==> config.mk <==
export PLATFORM = sky130hd
export DESIGN_NAME = deriv_sequencer_flat
export DESIGN_NICKNAME = d
export VERILOG_FILES = /design/src/rtl/deriv_sequencer_if.sv /design/src/rtl/deriv_sequencer.sv /design/src/flat_wrapper.sv
export SDC_FILE = /design/constraint.sdc
export NUM_CORES = 1
export LEC_CHECK = 0
export ABC_AREA = 1
export CAP_MARGIN = 30
export CORE_MARGIN = 4
export CORE_UTILIZATION = 55
export CTS_CLUSTER_SIZE = 28
export DETAILED_ROUTE_END_ITERATION = 16
export GPL_TIMING_DRIVEN = 0
export PLACE_DENSITY_LB_ADDON = 0.1
export SLEW_MARGIN = 20
export SYNTH_ARGS = -nofsm -noshare
export SYNTH_HDL_FRONTEND = slang
export SYNTH_SLANG_ARGS = --single-unit
==> constraint.sdc <==
create_clock -name clk -period 2.7 [get_ports clk]
set_input_delay 0.54 -clock clk [delete_from_list [all_inputs] [get_ports clk]]
set_output_delay 0.54 -clock clk [all_outputs]
set_load 0.005 [all_outputs]
==> src/rtl/deriv_sequencer_if.sv <==
// Term-entry and result streams of deriv_sequencer, grouped as one bundle.
// The sequencer takes the slave modport; the producer/consumer side takes master.
interface deriv_sequencer_if #(
    parameter int unsigned CW = 4,
    parameter int unsigned EW = 4
);
    logic            in_valid;
    logic            in_ready;
    logic [CW-1:0]   in_coef;
    logic [EW-1:0]   in_exp;
    logic            in_last;
    logic            out_valid;
    logic            out_ready;
    logic [CW+EW-1:0] out_coef;
    logic [EW-1:0]   out_exp;
    logic            out_last;
    logic            busy;
    logic            trunc;

    modport master (
        output in_valid, in_coef, in_exp, in_last, out_ready,
        input  in_ready, out_valid, out_coef, out_exp, out_last, busy, trunc
    );

    modport slave (
        input  in_valid, in_coef, in_exp, in_last, out_ready,
        output in_ready, out_valid, out_coef, out_exp, out_last, busy, trunc
    );
endinterface

==> src/rtl/deriv_sequencer.sv <==
// Power-rule sequencer: buffers up to MAX_TERMS terms, emits (coef*exp, exp-1) in order.
// Optional macro CONST_DROP_EN: constant terms are skipped instead of emitted as (0,0).
module deriv_sequencer #(
    parameter int unsigned MAX_TERMS = 4,
    parameter int unsigned CW        = 4,
    parameter int unsigned EW        = 4
) (
    input logic              clk,
    input logic              rst_n,
    deriv_sequencer_if.slave bus
);
    localparam int unsigned IW = (MAX_TERMS > 1) ? $clog2(MAX_TERMS) : 1;
    localparam int unsigned NW = $clog2(MAX_TERMS + 1);
    localparam int unsigned SW = $clog2(EW + 1);
    localparam int unsigned PW = CW + EW;

    typedef enum logic [1:0] {StLoad, StMul, StEmit} state_e;

    state_e          state_q, state_d;
    logic [NW-1:0]   count_q, count_d;
    logic [IW-1:0]   idx_q, idx_d;
    logic [SW-1:0]   step_q, step_d;
    logic [PW-1:0]   acc_q, acc_d;
    logic [PW-1:0]   mcand_q, mcand_d;
    logic [EW-1:0]   mplier_q, mplier_d;
    logic [PW-1:0]   out_coef_q, out_coef_d;
    logic [EW-1:0]   out_exp_q, out_exp_d;
    logic            out_last_q, out_last_d;
    logic            trunc_q, trunc_d;
    logic [CW-1:0]   coef_buf_q [MAX_TERMS];
    logic [CW-1:0]   coef_buf_d [MAX_TERMS];
    logic [EW-1:0]   exp_buf_q  [MAX_TERMS];
    logic [EW-1:0]   exp_buf_d  [MAX_TERMS];

    logic            accept;
    logic [CW-1:0]   cur_coef;
    logic [EW-1:0]   cur_exp;
    logic [IW-1:0]   last_emit_idx;
    logic            drop_const;
    logic [PW-1:0]   mul_a;
    logic [EW-1:0]   mul_b;
    logic [PW-1:0]   acc_base;

    assign accept   = (state_q == StLoad) && bus.in_valid;
    assign cur_coef = coef_buf_q[idx_q];
    assign cur_exp  = exp_buf_q[idx_q];

    // Index of the term that carries out_last; with constant dropping this looks
    // ahead past trailing constants, falling back to the final term if all are constant.
    always_comb begin
        last_emit_idx = IW'(count_q - NW'(1));
`ifdef CONST_DROP_EN
        begin
            logic found;
            found = 1'b0;
            for (int unsigned i = 0; i < MAX_TERMS; i++) begin
                if ((NW'(i) < count_q) && (exp_buf_q[i] != '0)) begin
                    last_emit_idx = IW'(i);
                    found         = 1'b1;
                end
            end
            if (!found) begin
                last_emit_idx = IW'(count_q - NW'(1));
            end
        end
`endif
    end

`ifdef CONST_DROP_EN
    assign drop_const = (idx_q != last_emit_idx);
`else
    assign drop_const = 1'b0;
`endif

    // Step 0 takes operands straight from the buffer; later steps use the shift registers.
    assign mul_a    = (step_q == '0) ? PW'(cur_coef) : mcand_q;
    assign mul_b    = (step_q == '0) ? cur_exp : mplier_q;
    assign acc_base = (step_q == '0) ? '0 : acc_q;

    always_comb begin
        state_d    = state_q;
        count_d    = count_q;
        idx_d      = idx_q;
        step_d     = step_q;
        acc_d      = acc_q;
        mcand_d    = mcand_q;
        mplier_d   = mplier_q;
        out_coef_d = out_coef_q;
        out_exp_d  = out_exp_q;
        out_last_d = out_last_q;
        trunc_d    = trunc_q;
        coef_buf_d = coef_buf_q;
        exp_buf_d  = exp_buf_q;

        unique case (state_q)
            StLoad: begin
                if (accept) begin
                    coef_buf_d[IW'(count_q)] = bus.in_coef;
                    exp_buf_d[IW'(count_q)]  = bus.in_exp;
                    count_d                  = count_q + NW'(1);
                    if (count_q == '0) begin
                        trunc_d = 1'b0;
                    end
                    if (bus.in_last || (count_q == NW'(MAX_TERMS - 1))) begin
                        state_d = StMul;
                        idx_d   = '0;
                        step_d  = '0;
                        if (!bus.in_last) begin
                            trunc_d = 1'b1;
                        end
                    end
                end
            end

            StMul: begin
                if (step_q == SW'(EW)) begin
                    // Product is complete; register it for the output stage.
                    out_coef_d = acc_q;
                    out_exp_d  = (cur_exp == '0) ? '0 : cur_exp - EW'(1);
                    out_last_d = (idx_q == last_emit_idx);
                    state_d    = StEmit;
                end else if ((step_q == '0) && (cur_exp == '0)) begin
                    if (drop_const) begin
                        idx_d  = idx_q + IW'(1);
                        step_d = '0;
                    end else begin
                        acc_d  = '0;
                        step_d = SW'(EW);
                    end
                end else begin
                    acc_d    = acc_base + (mul_b[0] ? mul_a : '0);
                    mcand_d  = mul_a << 1;
                    mplier_d = mul_b >> 1;
                    step_d   = step_q + SW'(1);
                end
            end

            StEmit: begin
                if (bus.out_ready) begin
                    if (idx_q == last_emit_idx) begin
                        state_d = StLoad;
                        count_d = '0;
                        idx_d   = '0;
                    end else begin
                        state_d = StMul;
                        idx_d   = idx_q + IW'(1);
                        step_d  = '0;
                    end
                end
            end

            default: begin
                state_d = StLoad;
            end
        endcase
    end

    always_ff @(posedge clk or negedge rst_n) begin
        if (!rst_n) begin
            state_q    <= StLoad;
            count_q    <= '0;
            idx_q      <= '0;
            step_q     <= '0;
            acc_q      <= '0;
            mcand_q    <= '0;
            mplier_q   <= '0;
            out_coef_q <= '0;
            out_exp_q  <= '0;
            out_last_q <= 1'b0;
            trunc_q    <= 1'b0;
            coef_buf_q <= '{default: '0};
            exp_buf_q  <= '{default: '0};
        end else begin
            state_q    <= state_d;
            count_q    <= count_d;
            idx_q      <= idx_d;
            step_q     <= step_d;
            acc_q      <= acc_d;
            mcand_q    <= mcand_d;
            mplier_q   <= mplier_d;
            out_coef_q <= out_coef_d;
            out_exp_q  <= out_exp_d;
            out_last_q <= out_last_d;
            trunc_q    <= trunc_d;
            coef_buf_q <= coef_buf_d;
            exp_buf_q  <= exp_buf_d;
        end
    end

    assign bus.in_ready  = (state_q == StLoad);
    assign bus.out_valid = (state_q == StEmit);
    assign bus.busy      = (state_q != StLoad);
    assign bus.out_coef  = out_coef_q;
    assign bus.out_exp   = out_exp_q;
    assign bus.out_last  = out_last_q;
    assign bus.trunc     = trunc_q;
endmodule

==> src/flat_wrapper.sv <==
// flat-port wrapper written by rule: the top's interface ports become plain ports
module deriv_sequencer_flat 
#(
    parameter int unsigned MAX_TERMS = 4,
    parameter int unsigned CW        = 4,
    parameter int unsigned EW        = 4
)
  (clk, rst_n, bus_in_valid, bus_in_coef, bus_in_exp, bus_in_last, bus_out_ready, bus_in_ready, bus_out_valid, bus_out_coef, bus_out_exp, bus_out_last, bus_busy, bus_trunc);
  deriv_sequencer_if #(.CW(CW), .EW(EW)) bus_i ();
  input logic clk;
  input logic rst_n;
  input wire logic [$bits(bus_i.in_valid)-1:0] bus_in_valid;
  input wire logic [$bits(bus_i.in_coef)-1:0] bus_in_coef;
  input wire logic [$bits(bus_i.in_exp)-1:0] bus_in_exp;
  input wire logic [$bits(bus_i.in_last)-1:0] bus_in_last;
  input wire logic [$bits(bus_i.out_ready)-1:0] bus_out_ready;
  output wire logic [$bits(bus_i.in_ready)-1:0] bus_in_ready;
  output wire logic [$bits(bus_i.out_valid)-1:0] bus_out_valid;
  output wire logic [$bits(bus_i.out_coef)-1:0] bus_out_coef;
  output wire logic [$bits(bus_i.out_exp)-1:0] bus_out_exp;
  output wire logic [$bits(bus_i.out_last)-1:0] bus_out_last;
  output wire logic [$bits(bus_i.busy)-1:0] bus_busy;
  output wire logic [$bits(bus_i.trunc)-1:0] bus_trunc;
  assign bus_i.in_valid = bus_in_valid;
  assign bus_i.in_coef = bus_in_coef;
  assign bus_i.in_exp = bus_in_exp;
  assign bus_i.in_last = bus_in_last;
  assign bus_i.out_ready = bus_out_ready;
  assign bus_in_ready = bus_i.in_ready;
  assign bus_out_valid = bus_i.out_valid;
  assign bus_out_coef = bus_i.out_coef;
  assign bus_out_exp = bus_i.out_exp;
  assign bus_out_last = bus_i.out_last;
  assign bus_busy = bus_i.busy;
  assign bus_trunc = bus_i.trunc;
  deriv_sequencer #(.MAX_TERMS(MAX_TERMS), .CW(CW), .EW(EW)) u_core (.clk(clk), .rst_n(rst_n), .bus(bus_i));
endmodule
# Word level (Yosys, flattened, before mapping)

Index checks and enable logic that the tools add are counted.
Widths: inputs -> output; s select.

Bits in registers: 74
Input port bits: 13
Output and inout bits: 17
Word-level logic and storage cells: 104

Add/subtract/negate cells: 6
Magnitude comparators: 3
Equality and inequality tests: 12
Muxes and demuxes: 41
Bitwise gates (word level): 4
Reduce and logical (&&, ||, !) cells: 19

Operators with widths:

| kind                | number |
|---|---|
| $bwmux 16           | 2 |
| $mux 8              | 4 |
| $mux 4              | 7 |
| $mux 3              | 9 |
| $bmux 4 s2          | 2 |
| $mux 2              | 8 |
| $reduce_and 4->1    | 3 |
| $pmux 3 s3          | 1 |
| $add 8x8->8         | 1 |
| $demux 4 s2         | 1 |
| $ne 2x1->1 const B  | 4 |
| $add 3x1->3 const B | 2 |
| $ge 3x3->1 const B  | 2 |
| $logic_not 3->1     | 2 |
| $ne 2x2->1 const B  | 3 |
| $not 2->3           | 2 |
| $pmux 2 s3          | 1 |
| $pmux 3 s2          | 1 |
| $reduce_and 2->1    | 3 |
| $reduce_and 6->1    | 1 |
| $logic_not 4->1     | 1 |
| $mux 1              | 4 |
| $pmux 2 s2          | 1 |
| $reduce_bool 2->1   | 2 |
| 15 further kinds    | 18 |

# Depth between registers and ports, before layout

Gate-level depths: netlist of run 1.

Depth in word-level cells: 9
Mapped depth: 20
Gate-level depth less buffers: 19

# Worst setup path after synthesis of run 1

No wires, ideal clock.

Path kind: register to register
Start point: register u_core.step_q[0]
End point: register u_core.acc_q[7]
Setup time: 117 ps
Data arrival time: 2278 ps
Required time: 2583 ps
Setup slack: 304 ps
Cell stages (with the launch flop): 17
Path buffers: 1
Clock period less this slack: 2396 ps
Path through: dfrtp_1 inv_1 ha_1 nand2_2 inv_1 buf_2 nand2_1 nand2_1 and2_1 ha_1 or2_2 nand3_1 nand3_1 nand2_1 inv_1 nand3_1 nand2_1

Longest elaborated chain between the ends: 5
Elaborated cells on any way between the ends: 11
Those cells by class: add/sub: 1; eq/ne: 1; mux: 5; bitwise: 1; reduce/logical: 3

RTL lines:

| item                             | line                                         | source |
|---|---|---|
| start: declaration               | deriv_sequencer.sv:22                        | `logic [SW-1:0] step_q, step_d;` |
| start signal: assignment         | deriv_sequencer.sv:177                       | `step_q <= step_d;` |
| $logic_not 3->1                  | n/a                                          |  |
| $mux 8 or $mux 4 (tied branches) | deriv_sequencer.sv:76, deriv_sequencer.sv:77 |  |
| $mux 8                           | deriv_sequencer.sv:131                       | `acc_d = acc_base + (mul_b[0] ? mul_a : '0);` |
| $add 8x8->8                      | deriv_sequencer.sv:131                       |  |
| $mux 8                           | deriv_sequencer.sv:122                       | `end else if ((step_q == '0) && (cur_exp == '0)) begin` |
| end signal: assignment           | deriv_sequencer.sv:164                       | `acc_q <= '0;` |
| end signal: assignment           | deriv_sequencer.sv:178                       | `acc_q <= acc_d;` |
| end: declaration                 | deriv_sequencer.sv:23                        | `logic [PW-1:0] acc_q, acc_d;` |

Several ways; a longest one is shown, not always the timed one.
A chain may end at the register's enable or synchronous reset.

# Worst setup path after layout of run 1

Start point: register u_core.step_q[0]
End point: register u_core.acc_q[4]

The elaborated chain is that of the path after synthesis.

==> flow_summary_export.csv, run 1 <==
group,metric,value,unit
synthesis,yosysTopAreaCell,"dfrtp_1",
global_route,grt_pass1_vias,3112,
flow_run,maxCapViolCount,0,
synthesis,async_reset_ff_share,100.0,%
placed_design,placed_area,0.004437,mm²
final_layout,final_util,67.24,%
setup_path,worstSetupEndpointType,"flip-flop",
power_and_ir_drop,power_frac_seq,35.3,%
final_layout,drive_gt1_share,12.50,%
timing,tightestPinTransition,0.3932,ns
clock_tree,max-clock-path-buffers,2,
final_layout,antenna_cells,0,
timing,max_freq,390.4,MHz
routing,dr.pass1.iters,5,
power_and_ir_drop,swShare,42.89,%
floorplanning,die_x,93.30,µm
power_and_ir_drop,vdd_drop_max,585.3,µV
clock_tree,ctsHoldBuffers,0,
run_status,outcome,"completed",
timing,period_share,94.87,%
setup_path,worstReg2RegStart,"u_core.step_q[0]",
global_route,grt_max_degree,46,
synthesis,synth_most_common_cell,"nand2_1",
clock_tree,cts_sinks,74,
clock_tree,cts_buffers,9,
routing,ant_nets,0,
floorplanning,fp.dieH,93.30,µm
synthesis,synth_area,0.004001,mm²
final_layout,seqCellArea,0.001852,mm²
floorplanning,rows,30,
synthesis,yosys-top-cells-count,"nand2_1, dfrtp_1, o21ai_0",
global_route,grt_pass1_wl,14980,µm
floorplanning,core-area,0.006944,mm²
clock_tree,cts_setup_buffers,0,
timing,rsz0062_at_grt,"no",
placed_design,port_buffers,29,
power_and_ir_drop,powerDensity,1104,mW/mm²
final_layout,fin_area,0.004669,mm²
setup_path,worstPathMaxFanout,10,
clock_tree,cts_tree,"yes",
floorplanning,die_area,0.008704,mm²
min_path,min_path_type,"in2async",
clock_tree,path_clk_slew,0.09,ns
power_and_ir_drop,power.leakage,2.369,nW
final_layout,area_delta_synth_final,16.70,%
timing,finClkSkew,0.01070,ns
setup_path,critPathLaunchType,"flip-flop",
placed_design,place_hpwl,6325,µm
routing,drc_errors,0,
power_and_ir_drop,power.internal,0.002944,W
power_and_ir_drop,p_sw,0.002211,W
timing,finalSetupTns,0,ns
clock_tree,h-tree-depth,3,
routing,routed_wl,8786,µm
floorplanning,io_pins,30,
synthesis,syn_nets,527,
synthesis,synth_ff_type,"dfrtp_1",
synthesis,synth_area_per_cell,8.019,µm²
synthesis,synth_top_cell_area_share,46.28,%
global_route,antenna_found_initial,0,
routing,wl_per_cell,13.73,µm
clock_tree,cts_root_buffer,"clkbuf_8",
synthesis,seq_area_frac_synth,46.28,%
power_and_ir_drop,p_comb_share,47.4,%
global_route,grt.overflow.total,0,
setup_path,path_class,"reg2reg",
timing,slew_headroom,73.51,%
setup_path,worstPathRequired,2.95,ns
timing,hold_viol_final,0,
placed_design,gp_congestion,0.8584,
power_and_ir_drop,pwr-share-clk,17.3,%
clock_tree,clkLatencyLatePin,0.36,ns
synthesis,synth-edff-count,0,
global_route,track_usage,21.93,%
timing,fin_crit,2.562,ns
routing,routed_via_density,5.155,
final_layout,num-fill-cells,609,
timing,finalSetupViolations,0,
synthesis,ys_ff_latch,74,
routing,first_iter_violations,224,
floorplanning,initial_core_util,57.62,%
synthesis,ys_top_cells_by_area,"dfrtp_1, nand2_1, o21ai_0",
final_layout,nNetsFinal,567,
synthesis,synthCells,499,
setup_path,cp-startpoint,"u_core.step_q[0]",
timing,slew_violations,0,
routing,num_vias,3299,
synthesis,yosysWarnings,0,
synthesis,yosysUniqueCellTypes,32,
final_layout,multi_input_area,0.001871,mm²
setup_path,arrival,2.81,ns
[through the flow]
step / worst slack (ns) / hold WS [ns] / cells / total power [W]
finish: 0.1385 / 0.09855 / 640 / 0.005155
global route: 0.004894 / 0.1274 / 640 / 0.005605
CTS: -0.003368 / 0.1185 / 640 / 0.005115
detailed placement: -0.06037 / 0.4654 / 625 / 0.004213
global placement: -1.417 / 0.4536 / 624 / 0.004116
floorplan: 0.3042 / 0.2444 / 499 / 0.003481
[cells in the final DEF, fill, tap and decap left out, drive strengths merged]
master / synthesis / layout
dfrtp: 74 / 74
nand4: 3 / 3
xor2: 3 / 3
buf: 13 / 14
nand3b: 3 / 3
clkbuf: 2 / 13
or2: 2 / 2
bufinv: 0 / 1
nor3: 1 / 1
inv: 52 / 53
nand3: 38 / 38
o21ai: 61 / 61
nand2: 192 / 192
nor2: 28 / 28
clkinvlp: 0 / 2
clkinv: 0 / 1
a21oi: 4 / 4
clkdlybuf4s50: 0 / 28
o21bai: 1 / 1
fa: 1 / 1
ha: 14 / 14
xnor2: 4 / 4
and2: 3 / 3
[sequential cells by signal, indices dropped and copies added, names as in the netlist]
register	count
u_core.bus.out_last	1
u_core.bus.trunc	1
u_core.bus.out_exp	4
u_core.coef_buf_q	16
u_core.bus.out_coef	8
u_core.count_q	3
u_core.acc_q	8
u_core.state_q	2
u_core.mplier_q	3
u_core.step_q	3
u_core.idx_q	2
u_core.exp_buf_q	16
u_core.mcand_q	7
[logic make-up (layout without fill, tap and decap cells)]
group / count (synthesis) / count (layout) / synth area share (%)
AOI/OAI and AO/OA: 66 / 66 / 8.318
xor gates and xnor gates: 7 / 7 / 1.532
and+or+nand+nor: 270 / 270 / 31.39
buffers and inverters: 67 / 112 / 7.599
DFF: 74 / 74 / 46.28
adders and majority gates: 15 / 15 / 4.878
[final timing paths]
kind / endpoint / slack [ns] / cells past startpoint
worst max-delay path: u_core.acc_q[4] / 0.14 / 15
worst min-delay path: u_core.count_q[2] / 0.1 / 1
worst max register to register: u_core.acc_q[4] / 0.14 / 15
worst min register to register: u_core.mplier_q[1] / 0.48 / 2
max in group asynchronous: u_core.mcand_q[6] / 2.04 / 2
min in group clk: u_core.mplier_q[1] / 0.48 / 2
[power groups by stage]
stage               Combinational, W  Sequential (W)  Clock (W)
finish                       0.00244         0.00182   0.000894
global route                 0.00276         0.00188   0.000967
CTS                          0.00240         0.00181   0.000902
detailed placement           0.00238         0.00183          0
global placement             0.00230         0.00181          0
floorplan                    0.00169         0.00179          0
[layout make-up]
class,instances,area share [%]
plain buffers,14,2.358
multi-input cells,358,40.06
well taps,96,2.572
flip-flops and latches,74,39.66
clock inverters,5,1.340
inverters,52,4.234
clock buffers,11,3.028
repair buffers,30,6.752
[worst max-delay path, stage by stage (launching register included)]
cell      delay [ns]
dfrtp_1         0.42
inv_2           0.10
ha_4            0.15
nand2_4         0.11
buf_2           0.21
a21oi_2         0.16
and2_1          0.16
ha_1            0.17
inv_1           0.06
fa_1            0.41
inv_1           0.09
nand3_1         0.07
nand3_1         0.09
xnor2_1         0.10
nand3b_1        0.11
nand2_1         0.05
[layer usage]
| metal | track usage (%) | part of all wire (%) | wire (µm) |
|---|---|---|---|
| met5 | 0 | 0 | 0 |
| met3 | 4.183 | 5.0 | 436 |
| met1 | 31.26 | 48 | 4227 |
| met4 | 6.471 | 1.8 | 159 |
| met2 | 34.01 | 45 | 3962 |
[what timing repair did]
item,CTS,global route
gates resized for setup,2,9
endpoints found under the setup margin,4,5
cloned,0,0
pin swaps,0,0
Power figures use the tool's default switching activity.
==> run 2: changes to the inputs <==
ABC_AREA = not set   (was 1)
clock period = 2.8 ns   (was 2.7 ns; I/O delays follow)
==> run 2 against run 1 <==
Clock power shrank 8.5%. Clock skew shrank 0.0033 ns. Final cell count shrank 30%. Combinational power shrank 5%. Largest cell class is now sequential cells. Utilization grew 2.1 points. Register-to-register slack lost 0.04 ns. Critical path depth shrank 5. Die area shrank 5.8%. Sequential power is essentially flat. Worst setup slack lost 0.040 ns.
==> flow_summary_export.csv, run 2 <==
group,metric,value,unit
flow_run,maxCapViolCount,0,
floorplanning,die_area,0.008203,mm²
timing,finalSetupTns,0,ns
floorplanning,core-area,0.006495,mm²
synthesis,seq_area_frac_synth,49.38,%
final_layout,layout_common_cells,"dfrtp_1, mux2_2, nand2_1, clkdlybuf4s50_1, o21ai_0",
min_path,min_path_type,"in2async",
timing,setup_slack,0.09898,ns
synthesis,synth_most_common_cell,"dfrtp_1",
global_route,track_usage,18.64,%
floorplanning,fp.dieH,90.57,µm
placed_design,place_ws,-0.2637,ns
floorplanning,io_pins,30,
routing,ant_nets,0,
setup_path,arrival,2.97,ns
clock_tree,h-tree-depth,3,
routing,first_iter_violations,125,
placed_design,place_hpwl,5059,µm
synthesis,yosys-top-cells-count,"dfrtp_1, mux2_2, nand2_1",
global_route,grt_max_degree,53,
timing,hold_viol_final,0,
global_route,grt.overflow.total,0,
synthesis,synth_area_per_cell,11.87,µm²
power_and_ir_drop,power.leakage,2.031,nW
clock_tree,path_clk_slew,0.09,ns
synthesis,synth_top_cell_area_share,49.38,%
synthesis,async_reset_ff_share,100.0,%
clock_tree,max-clock-path-buffers,2,
clock_tree,cts_tree,"yes",
final_layout,nNetsFinal,392,
run_status,outcome,"completed",
synthesis,synth_ff_type,"dfrtp_1",
clock_tree,cts_sinks,74,
power_and_ir_drop,vdd_drop_max,831.5,µV
global_route,grt_pass1_vias,2540,
final_layout,seqCellArea,0.001853,mm²
timing,slew_headroom,61.86,%
timing,max_freq,370.2,MHz
synthesis,synth-edff-count,0,
timing,finClkSkew,0.007375,ns
setup_path,worstPathMaxFanout,8,
timing,period_share,96.47,%
final_layout,multi_input_area,0.001849,mm²
final_layout,area_delta_synth_final,20.19,%
synthesis,synth_area,0.003750,mm²
synthesis,yosysUniqueCellTypes,45,
placed_design,gp_congestion,0.7803,
synthesis,syn_nets,344,
synthesis,ys_top_cells_by_area,"dfrtp_1, mux2_2, mux4_2",
routing,drc_errors,0,
power_and_ir_drop,p_total,0.004924,W
timing,slew_violations,0,
final_layout,drive_gt1_share,28.73,%
final_layout,antenna_cells,0,
final_layout,final_common_cell,"dfrtp_1",
final_layout,num-fill-cells,476,
setup_path,critPathLaunchType,"flip-flop",
routing,num_vias,2541,
routing,routed_via_density,5.697,
timing,tightestPinTransition,0.5721,ns
clock_tree,ctsHoldBuffers,0,
clock_tree,clkLatencyLatePin,0.35,ns
synthesis,yosysWarnings,0,
global_route,antenna_found_initial,0,
power_and_ir_drop,powerDensity,1093,mW/mm²
floorplanning,initial_core_util,57.73,%
timing,fin_crit,2.701,ns
synthesis,yosysTopAreaCell,"dfrtp_1",
timing,finalSetupViolations,0,
synthesis,ys_ff_latch,74,
setup_path,path_class,"reg2reg",
setup_path,worstPathRequired,3.07,ns
synthesis,synthCells,316,
final_layout,largestRegisters,"u_core.coef_buf_q: 16 flops, u_core.exp_buf_q: 16 flops",
global_route,grt_pass1_wl,12250,µm
routing,routed_wl,7286,µm
setup_path,worstSetupEndpointType,"flip-flop",
routing,dr.pass1.iters,4,
floorplanning,die_x,90.57,µm
clock_tree,cts_buffers,9,
routing,wl_per_cell,16.34,µm
placed_design,port_buffers,29,
clock_tree,cts_root_buffer,"clkbuf_8",
floorplanning,rows,29,
run 2: changes by cell type after synthesis, sizes merged, moves of 7 or more:
cell,previous run,this run
and3,0,9
buf,13,5
clkbuf,2,9
inv,52,15
mux2,0,43
mux2i,0,8
mux4,0,8
nand2,192,32
nand3,38,1
nor2,28,8
o21ai,61,25
run 2: final timing paths:
check                                   start                 end  slack [ns]  depth (start not counted)
min in group clk           u_core.mplier_q[1]  u_core.mplier_q[1]        0.48                          2
max                           u_core.idx_q[0]     u_core.acc_q[7]         0.1                         10
min                                     rst_n     u_core.acc_q[3]        0.10                          1
max in group asynchronous               rst_n     u_core.idx_q[0]        2.14                          2
min reg2reg                u_core.mplier_q[1]  u_core.mplier_q[1]        0.48                          2
max reg2reg                   u_core.idx_q[0]     u_core.acc_q[7]         0.1                         10
run 2: logic make-up after synthesis:
family | Yosys count | synth area share [%]
AOI/OAI and AO/OA | 57 | 10.41
DFF | 74 | 49.38
and+or+nand+nor | 76 | 10.38
buffers and inverters | 29 | 3.370
xor gates and xnor gates | 6 | 1.401
adders and majority gates | 15 | 5.205
muxes | 59 | 19.85
run 2: final cells by class:
cell class / instances / share of cell area [%]
Buffer: 13 / 1.916
Inverter: 15 / 1.249
Clock buffer: 9 / 2.748
Tap cell: 77 / 2.138
Multi-Input combinational cell: 213 / 41.03
Clock inverter: 7 / 1.471
Sequential cell: 74 / 41.12
Timing Repair Buffer: 38 / 8.329
run 2: per-layer routing:
layer | global-route usage [%] | vias to the layer above | routed length (µm)
met1 | 24.47 | 1255 | 3269
met5 | 0 | - | 0
met3 | 3.833 | 11 | 282
met2 | 30.27 | 52 | 3616
met4 | 7.398 | 0 | 117
li1 | - | 1223 | -
run 2: stage by stage:
stage / utilization [%] / hold slack (ns) / instances / area [µm²]
detailed placement: 64.09 / 0.4691 / 423 / 4163
finish: 69.39 / 0.1037 / 446 / 4507
global route: 69.39 / 0.1076 / 446 / 4507
floorplan: - / 0.2644 / 316 / 3751
global placement: 63.71 / 0.4605 / 422 / 4138
CTS: 67.98 / 0.1001 / 440 / 4415
run 2: what timing repair did:
action,in CTS,in global routing
resized for setup,16,9
pin swaps,1,2
endpoints found under the setup margin,4,3
buffers inserted,1,7
run 2: worst max-delay path, cell delays in order (launching register included):
cell and delay [ns]:
dfrtp_2 0.43, buf_12 0.14, mux4_2 0.52, mux2i_2 0.23, nor2_2 0.09, ha_1 0.29, a21oi_1 0.19, o21ai_2 0.13
a21oi_4 0.19, mux2_2 0.35, o211ai_1 0.07
run 2: power breakdown:
group          switching, W  total [W]  internal [W]
Combinational       0.00112    0.00231       0.00119
Clock              0.000468   0.000818      0.000350
Sequential         0.000278    0.00179       0.00152
Total               0.00187    0.00492       0.00306
